$ cat src/rtl/sd_cmd_engine.sv
`default_nettype none
// ============================================================================
// Module      : sd_cmd_engine
// Description : SD-bus command engine. Generates SDCLK from a runtime divider,
//               performs the power-up clock burst, serialises 48-bit commands
//               with CRC7 on CMD and captures 48/136-bit responses with
//               timeout and CRC checking.
// Revision    : 1.0 - initial release
// ============================================================================
module sd_cmd_engine #(
   parameter int DIV_W        = 9,
   parameter int DIV_INIT     = 200,
   parameter int INIT_CLKS    = 80,
   parameter int RESP_TIMEOUT = 64,
   parameter int GAP_CLKS     = 8
) (
   input  logic             clk_i,
   input  logic             rst_i,
   input  logic [DIV_W-1:0] div_i,
   input  logic             start_i,
   input  logic [5:0]       cmd_idx_i,
   input  logic [31:0]      cmd_arg_i,
   input  logic [1:0]       resp_type_i,
   output logic             busy_o,
   output logic             done_o,
   output logic             timeout_o,
   output logic             crc_err_o,
   output logic [127:0]     resp_o,
   output logic             SDCLK_o,
   output logic             cmd_o,
   output logic             cmd_oe_o,
   input  logic             cmd_i
);

   // One shared bit/tick counter, wide enough for the longest phase.
   localparam int c_CNT_W = $clog2(INIT_CLKS + RESP_TIMEOUT + GAP_CLKS + 137);
   localparam logic [c_CNT_W-1:0] c_INIT_LAST = c_CNT_W'(INIT_CLKS - 1);
   localparam logic [c_CNT_W-1:0] c_TO_LAST   = c_CNT_W'(RESP_TIMEOUT - 1);
   localparam logic [c_CNT_W-1:0] c_GAP_LAST  = c_CNT_W'(GAP_CLKS - 1);
   localparam logic [c_CNT_W-1:0] c_TX_LAST   = c_CNT_W'(47);
   localparam logic [c_CNT_W-1:0] c_R48_LAST  = c_CNT_W'(47);
   localparam logic [c_CNT_W-1:0] c_R136_LAST = c_CNT_W'(135);
   localparam logic [c_CNT_W-1:0] c_CNT_ONE   = c_CNT_W'(1);
   localparam logic [DIV_W-1:0]   c_DIV_INIT  = DIV_W'(DIV_INIT);
   localparam logic [DIV_W-1:0]   c_DIV_ONE   = DIV_W'(1);

   typedef enum logic [2:0] {
      S_INIT = 3'd0,
      S_IDLE = 3'd1,
      S_SEND = 3'd2,
      S_WAIT = 3'd3,
      S_RECV = 3'd4,
      S_GAP  = 3'd5
   } state_t;

   state_t             r_state;
   logic [DIV_W-1:0]   r_div_q;
   logic [DIV_W-1:0]   r_div_cnt;
   logic [c_CNT_W-1:0] r_cnt;
   logic [47:0]        r_tx;
   logic [1:0]         r_type;
   logic [126:0]       r_rx;

   logic               w_tick;
   logic               w_rise;
   logic               w_fall;
   logic               w_accept;
   logic [DIV_W-1:0]   w_div_sel;
   logic [6:0]         w_tx_crc;
   logic [6:0]         w_rx_crc;
   logic [127:0]       w_rx_next;

   // Serial CRC7 (x^7 + x^3 + 1, init 0) over 40 message bits, MSB first.
   function automatic logic [6:0] crc7(input logic [39:0] data);
      logic [6:0] crc;
      logic       fb;
      crc = '0;
      for (int i = 39; i >= 0; i--) begin
         fb     = data[i] ^ crc[6];
         crc    = {crc[5:0], fb};
         crc[3] = crc[3] ^ fb;
      end
      return crc;
   endfunction

   // Divider ticks, command accept, CRCs and the next receive shift value.
   always_comb begin
      w_tick    = (r_div_cnt >= (r_div_q - c_DIV_ONE));
      w_rise    = w_tick & ~SDCLK_o;
      w_fall    = w_tick & SDCLK_o;
      w_accept  = start_i & ~busy_o;
      w_div_sel = (div_i == '0) ? c_DIV_ONE : div_i;
      w_tx_crc  = crc7({2'b01, cmd_idx_i, cmd_arg_i});
      w_rx_next = {r_rx, cmd_i};
      w_rx_crc  = crc7(w_rx_next[47:8]);
   end

   // Free-running SDCLK divider; the >= compare keeps it safe when the
   // half-period shrinks while the counter is above the new terminal count.
   always_ff @(posedge clk_i) begin
      if (rst_i) begin
         r_div_cnt <= '0;
         r_div_q   <= c_DIV_INIT;
         SDCLK_o   <= 1'b0;
      end else begin
         if (w_accept) r_div_q <= w_div_sel;
         if (w_tick) begin
            r_div_cnt <= '0;
            SDCLK_o   <= ~SDCLK_o;
         end else begin
            r_div_cnt <= r_div_cnt + c_DIV_ONE;
         end
      end
   end

   // Command/response sequencer; CMD changes on fall ticks, sampled on rises.
   always_ff @(posedge clk_i) begin
      if (rst_i) begin
         r_state   <= S_INIT;
         r_cnt     <= '0;
         r_tx      <= '0;
         r_type    <= 2'b00;
         r_rx      <= '0;
         cmd_o     <= 1'b1;
         cmd_oe_o  <= 1'b1;
         busy_o    <= 1'b1;
         done_o    <= 1'b0;
         timeout_o <= 1'b0;
         crc_err_o <= 1'b0;
         resp_o    <= '0;
      end else begin
         done_o <= 1'b0;
         case (r_state)
            S_INIT: begin
               if (w_rise) begin
                  if (r_cnt == c_INIT_LAST) begin
                     r_cnt   <= '0;
                     busy_o  <= 1'b0;
                     r_state <= S_IDLE;
                  end else begin
                     r_cnt <= r_cnt + c_CNT_ONE;
                  end
               end
            end
            S_IDLE: begin
               if (w_fall) begin
                  cmd_o    <= 1'b1;
                  cmd_oe_o <= 1'b1;
               end
               if (w_accept) begin
                  r_tx      <= {2'b01, cmd_idx_i, cmd_arg_i, w_tx_crc, 1'b1};
                  r_type    <= resp_type_i;
                  r_cnt     <= '0;
                  busy_o    <= 1'b1;
                  timeout_o <= 1'b0;
                  crc_err_o <= 1'b0;
                  r_state   <= S_SEND;
               end
            end
            S_SEND: begin
               if (w_fall) begin
                  cmd_o    <= r_tx[47];
                  cmd_oe_o <= 1'b1;
                  r_tx     <= {r_tx[46:0], 1'b0};
                  if (r_cnt == c_TX_LAST) begin
                     r_cnt   <= '0;
                     r_state <= (r_type == 2'b00) ? S_GAP : S_WAIT;
                  end else begin
                     r_cnt <= r_cnt + c_CNT_ONE;
                  end
               end
            end
            S_WAIT: begin
               // The end bit is held for one full period before release.
               if (w_fall) cmd_oe_o <= 1'b0;
               if (w_rise) begin
                  if (!cmd_i) begin
                     r_rx    <= w_rx_next[126:0];
                     r_cnt   <= c_CNT_ONE;
                     r_state <= S_RECV;
                  end else if (r_cnt == c_TO_LAST) begin
                     r_cnt     <= '0;
                     timeout_o <= 1'b1;
                     r_state   <= S_GAP;
                  end else begin
                     r_cnt <= r_cnt + c_CNT_ONE;
                  end
               end
            end
            S_RECV: begin
               if (w_rise) begin
                  r_rx <= w_rx_next[126:0];
                  if ((r_type == 2'b10 && r_cnt == c_R136_LAST) ||
                      (r_type != 2'b10 && r_cnt == c_R48_LAST)) begin
                     r_cnt   <= '0;
                     r_state <= S_GAP;
                     if (r_type == 2'b10) begin
                        resp_o <= w_rx_next;
                     end else begin
                        resp_o    <= {90'd0, w_rx_next[45:8]};
                        crc_err_o <= (r_type == 2'b01) &&
                                     (w_rx_crc != w_rx_next[7:1]);
                     end
                  end else begin
                     r_cnt <= r_cnt + c_CNT_ONE;
                  end
               end
            end
            S_GAP: begin
               if (w_fall) begin
                  cmd_o    <= 1'b1;
                  cmd_oe_o <= 1'b1;
               end
               if (w_rise) begin
                  if (r_cnt == c_GAP_LAST) begin
                     r_cnt   <= '0;
                     done_o  <= 1'b1;
                     busy_o  <= 1'b0;
                     r_state <= S_IDLE;
                  end else begin
                     r_cnt <= r_cnt + c_CNT_ONE;
                  end
               end
            end
            default: r_state <= S_INIT;
         endcase
      end
   end

endmodule
`default_nettype wire

$ cat config.mk
export PLATFORM = sky130hd
export DESIGN_NAME = sd_cmd_engine
export DESIGN_NICKNAME = d
export VERILOG_FILES = /design/src/rtl/sd_cmd_engine.sv
export SDC_FILE = /design/constraint.sdc
export NUM_CORES = 1
export LEC_CHECK = 0
export BUFFER_PORTS_ARGS = -buffer_cell sky130_fd_sc_hd__buf_2
export CAP_MARGIN = 25
export CORE_MARGIN = 4
export CORE_UTILIZATION = 40
export CTS_CLUSTER_DIAMETER = 50
export DETAILED_ROUTE_END_ITERATION = 6
export PLACE_DENSITY = 0.58
export SLEW_MARGIN = 20
export SYNTH_ARGS = -nofsm -noshare
export SYNTH_HDL_FRONTEND = slang
export SYNTH_SLANG_ARGS = --single-unit
$ cat constraint.sdc
create_clock -name clk_i -period 4 [get_ports clk_i]
set_input_delay 0.4 -clock clk_i [delete_from_list [all_inputs] [get_ports clk_i]]
set_output_delay 0.4 -clock clk_i [all_outputs]
set_load 0.01 [all_outputs]
Word level (Yosys, flattened, before mapping)
Index checks and enable logic that the tools add are counted.

cells by class
  div/mod/pow operators = 0
  $mul = 0
  add/subtract/negate cells = 3
  $lt $le $gt $ge = 1
  shifts and indexed selects = 0
  equal/unequal tests = 32
  reduce and logical (&&, ||, !) cells = 30
  mux-type cells = 57
  bitwise gates (word level) = 151

operators by type and width
  cell                                                                 number
  127-bit two-way mux                                                  3
  127-bit case mux with 2 select lines                                 1
  1-bit bitwise XOR                                                    142
  128-bit two-way mux                                                  1
  9-bit two-way mux                                                    13
  48-bit two-way mux                                                   2
  48-bit case mux with 2 select lines                                  1
  9-bit case mux with 6 select lines                                   1
  3-bit two-way mux                                                    13
  2-bit != test (second input constant)                                16
  9-bit by 1-bit adder with 9-bit output (second input constant)       2
  9-bit by 6-bit == test with 1-bit output (second input constant)     2
  3-bit case mux with 6 select lines                                   1
  1-bit two-way mux                                                    16
  3-bit AND reduction                                                  4
  2-bit nonzero test                                                   6
  11-bit AND reduction                                                 1
  5-bit AND reduction                                                  2
  9-bit by 3-bit == test with 1-bit output (second input constant)     1
  9-bit by 7-bit == test with 1-bit output (second input constant)     1
  9-bit by 8-bit == test with 1-bit output (second input constant)     1
  9-bit >= comparator                                                  1
  9-bit zero test                                                      1
  9-bit by 1-bit subtractor with 9-bit output (second input constant)  1
  24 further kinds                                                     41

word-level totals
  word-level logic and storage cells = 289
  memory bits (writable) = 0
  flip-flop bits (word level) = 342
  input port bits = 53
  memory bits (read-only) = 0
  latch bits = 0
  output and inout bits = 135
  memories = 0

Longest topological paths before layout
  depth after elaboration = 25
  gate-level depth with buffers = 19
  gate-level depth less buffers = 17

Worst setup path before layout
Ideal clock, no wire load.

  kind = reg2reg
  start = reg r_div_q[0]
  end = reg resp_o[87]
  stages on the path, launching flop included = 17
  setup time = 70 ps
  data required time = 3930 ps
  path slack = 583 ps
  arrival = 3346 ps
  cells stage by stage = dfxtp_1 > inv_1 > ha_1 > nand2_1 > or3_1 > nor3_1 > xnor2_1 > ha_1 > o21ai_0 > o21bai_1 > nand2b_1 > clkbuf_1 > nor3_1 > clkbuf_1 > clkbuf_1 > nand3_1 > a21oi_1

on the way
  word-level cells in the longest chain between the ends = 4

RTL lines
  item                                         RTL line  text
  from (decl)                                  57        logic [DIV_W-1:0] r_div_q;
  from (signal assigned)                       103       r_div_q <= c_DIV_INIT;
  from (signal assigned)                       106       if (w_accept) r_div_q <= w_div_sel;
  9-bit by 1-bit subtractor with 9-bit output  88        w_tick = (r_div_cnt >= (r_div_q - c_DIV_ONE));
  9-bit >= comparator                          88
  1-bit bitwise AND                            89        w_rise = w_tick & ~SDCLK_o;
  3-bit AND reduction (no source line)         --
  to (signal assigned)                         198       resp_o <= w_rx_next;
  to (signal assigned)                         200       resp_o <= {90'd0, w_rx_next[45:8]};
  to (decl)                                    28        output logic [127:0] resp_o,

No other way between the ends.
A chain may end at the register's enable or synchronous reset.

Worst setup path in the final report
  start = reg r_div_q[0]
  end = reg r_cnt[8]

on the way
  word-level cells in the longest chain between the ends = 5

RTL lines
  item                                             RTL line  text
  9-bit by 1-bit subtractor with 9-bit output (*)  88
  9-bit >= comparator (*)                          88
  1-bit bitwise AND (on tied branches)             90, 89
  2-bit != test (no source line)                   --
  7-bit AND reduction (no source line) (*)         --
  to (signal assigned)                             141       r_cnt <= r_cnt + c_CNT_ONE;
  to (signal assigned)                             169       r_cnt <= r_cnt + c_CNT_ONE;
  to (signal assigned)                             179       r_cnt <= c_CNT_ONE;
  to (decl)                                        59        logic [c_CNT_W-1:0] r_cnt;

Mark *: on every way between the ends. The rest lies on a longest branch, timed or not.

==> impl_metrics.ini <==
[power]
comb_power_share_pct = 8.7
power.leakage_uw = 0.006638
clockPowerShare_pct = 49.2
p_switching_uw = 1880
powerDensity_nw_per_um2 = 458.1
ir_drop_mv = 0.2937
internal_power_uw = 6218
seqPwrFrac_pct = 42.1
swShare_pct = 23.21

[layout]
regArea_um2 = 6847
multi_input_area_um2 = 7540
area_growth_pct = 18.38
layout.nets = 2016
diodes = 0
num-fill-cells = 3564
final_area_um2 = 17680
post_route_cells_drive_above_1_share_pct = 15.07

[critical_path]
required_ps = 4470
crit_start = r_div_q[0]$_SDFFE_PP0P_
reg2reg_depth = 13
worstSetupStartpointType = flip-flop
cp_max_fo = 10
cp-endpoint = r_cnt[8]$_SDFFE_PP0P_
r2r_slack_ps = 360
path_class = flip-flop to flip-flop
cp.arrival_ps = 4100
regToRegEndpoint = r_cnt[8]$_SDFFE_PP0P_
r2r-start = r_div_q[0]$_SDFFE_PP0P_
cp-end-kind = flip-flop

[placed_design]
dp_hpwl_mm = 23.82
placed_cell_area_um2 = 16170
numPortBuffers = 187
place_congestion = 0.8504

[routing]
drt_iter0_drc = 932
drc = 0
drt-wirelength-per-cell_um = 15.44
drt_first_pass_iters = 5
vias = 12723
routed_via_density = 5.189
wl_mm = 37.85
ant_nets = 0

[synthesis]
synth_adder_area_share_pct = 1.005
synth_area_leaders = dfxtp_1 (46%), nand2_1 (12%), a21oi_1 (8.2%), xnor2_1 (6.3%), nand3_1 (3.7%)
synth_most_common_cell = nand2_1
synth_top_cell_by_area = dfxtp_1
seq_area_frac_synth_pct = 45.85
syn_inst = 1842
synth.area.mux_share_pct = 2.748
synthesis.nets = 1907
synth_ff_type = dfxtp_1
ys_async_sr_fraction_pct = 0
yosysWarnings = 0
yosys_register_bits = 342
synth-simple-area-share_pct = 21.57
synth_top_family_by_area = simple AND/OR/NAND/NOR gates
synth_area_um2 = 14930
synthXorXnorAreaFrac_pct = 10.32
synth_edf_count = 0
synth.avg_cell_area_um2 = 8.107
ys_types = 51
synth_compound_area_share_pct = 14.54
synth_top_area_share_pct = 45.85
synth_top_cells_by_count = nand2_1 (462), dfxtp_1 (342), a21oi_1 (244)

[worst_hold_path]
hp-class = input port to flip-flop
hp-start = div_i[6]

[sta]
layout_worst_path_cycle_share_pct = 90.98
setup_violations = 0
rsz0062_at_grt = no
slew_violations = 0
tightest_slew_ps = 1031
min_period_ps = 3639
max_freq_mhz = 274.8
slew_headroom_pct = 31.27
hold_viol_final = 0
skew_ps = 8.070
finalSetupTns_ps = 0

[global_routing]
grt-ovfl-total = 0
grt_max_degree = 165
antenna_found_initial = 0
grt_pass1_wl_mm = 62.36
grt_pass1_vias = 12189
grtUsageTotal_pct = 17.94

[floorplan]
pin_count = 188
die_area_um2 = 40490
core_um2 = 36700
start_util_pct = 40.69
die_w_um = 201.2
die_y_um = 201.2
num_rows = 70

[clocking]
cts_buffer_depth = 3
post_cts_buffers = 0
cts_tree = done
numCtsBuffers = 43
cts_root_buf = clkbuf_16
clk_pin_slew_ps = 60
ctsHtreeMaxLevel = 2
clkLatencyLatePin_ps = 540
cts.sinks = 342

[run_status]
status = complete, no violations

[job]
max_cap_viol_count = 0
## layer usage
layer	global-route usage (%)	wire [um]	vias up
li1	-	-	6436
met1	24.20	17580	5919
met2	29.02	17430	303
met3	3.433	1862	65
met4	6.079	975	0
met5	0	0	-
## placed cells by master (no fill, tap or decap), drive strengths merged, types with 6 or more instances in the layout
cell,n
nor4,8
xor2,32
clkinv,9
nand2,462
or3,7
nor2b,8
ha,12
dfxtp,342
a21oi,244
a21o,6
clkbuf,57
nand4,6
mux2i,41
xnor2,113
nor2,123
nand3,111
nor3,21
xnor3,10
nand2b,12
a211oi,43
a311oi,38
buf,209
o21ai,16
inv,8
## how the worst min path moves through the flow
stage	to	slack, ps	depth (start not counted)
finish	r_div_q[6]$_SDFFE_PP1P_	90	3
global route	r_type[0]$_SDFFE_PP0P_	90	3
floorplan	r_tx[47]$_SDFFE_PP0P_	430	2
detailed placement	resp_o[100]$_SDFFE_PP0P_	440	2
global placement	resp_o[60]$_SDFFE_PP0P_	440	2
CTS	r_type[1]$_SDFFE_PP0P_	60	3
## what timing repair did
item / 4_1_cts / 5_1_grt
hold endpoints to repair: 0 / 0
hold buffers: 0 / 0
endpoints found under the setup margin: 0 / 2
resized for setup: 0 / 2
## registers in the layout (all words and copies together) (netlist names), 2 cells and up
signal and cells:
r_div_cnt 9, r_cnt 9, r_state 3, r_type 2
resp_o 128, r_rx 127, r_div_q 9, r_tx 48
## worst max-delay path, stage by stage (launching register included)
cell and delay, ps:
dfxtp_1 320, inv_1 100, ha_1 200, nand2_1 90, or3_1 360, nor3_1 210, xnor2_1 100, ha_1 270
o21ai_0 110, o41ai_2 450, a21boi_1 440, nand3_2 240, or4_1 550, a21oi_1 130
## power groups by stage
stage | clock (uW) | sequential, uW | combinational (uW)
floorplan | 0 | 3490 | 567
global placement | 0 | 3490 | 694
detailed placement | 0 | 3490 | 708
CTS | 4070 | 3410 | 713
global route | 4230 | 3410 | 787
finish | 3980 | 3410 | 702
## logic make-up after synthesis
family,count (synthesis)
and+or+nand+nor,773
AOI/OAI and AO/OA,368
DFF,342
xor gates and xnor gates,155
buffers and inverters,151
muxes,41
adders and majority gates,12
## metrics by stage
stage,power (uW),utilization [%],std cells,setup WS (ps),hold slack [ps]
after floorplan,4053,-,1842,583.3,432.1
after global placement,4181,44.05,2373,443.7,438.1
after detailed placement,4195,44.05,2373,333.8,440.7
after CTS,8200,48.10,2451,322.7,56.85
after global routing,8426,48.17,2452,54.05,87.74
final,8098,48.17,2452,360.6,93.58
## area by class of cell
type                       instances  share of cell area, %
multi-input combinational       1349                  42.65
sequential                       342                  38.73
clock buffer                      57                  6.908
timing repair buffer             209                  6.780
tap                              468                  3.312
clock inverter                    21                  1.493
inverter                           6                 0.1274
Power figures use the tool's default switching activity.
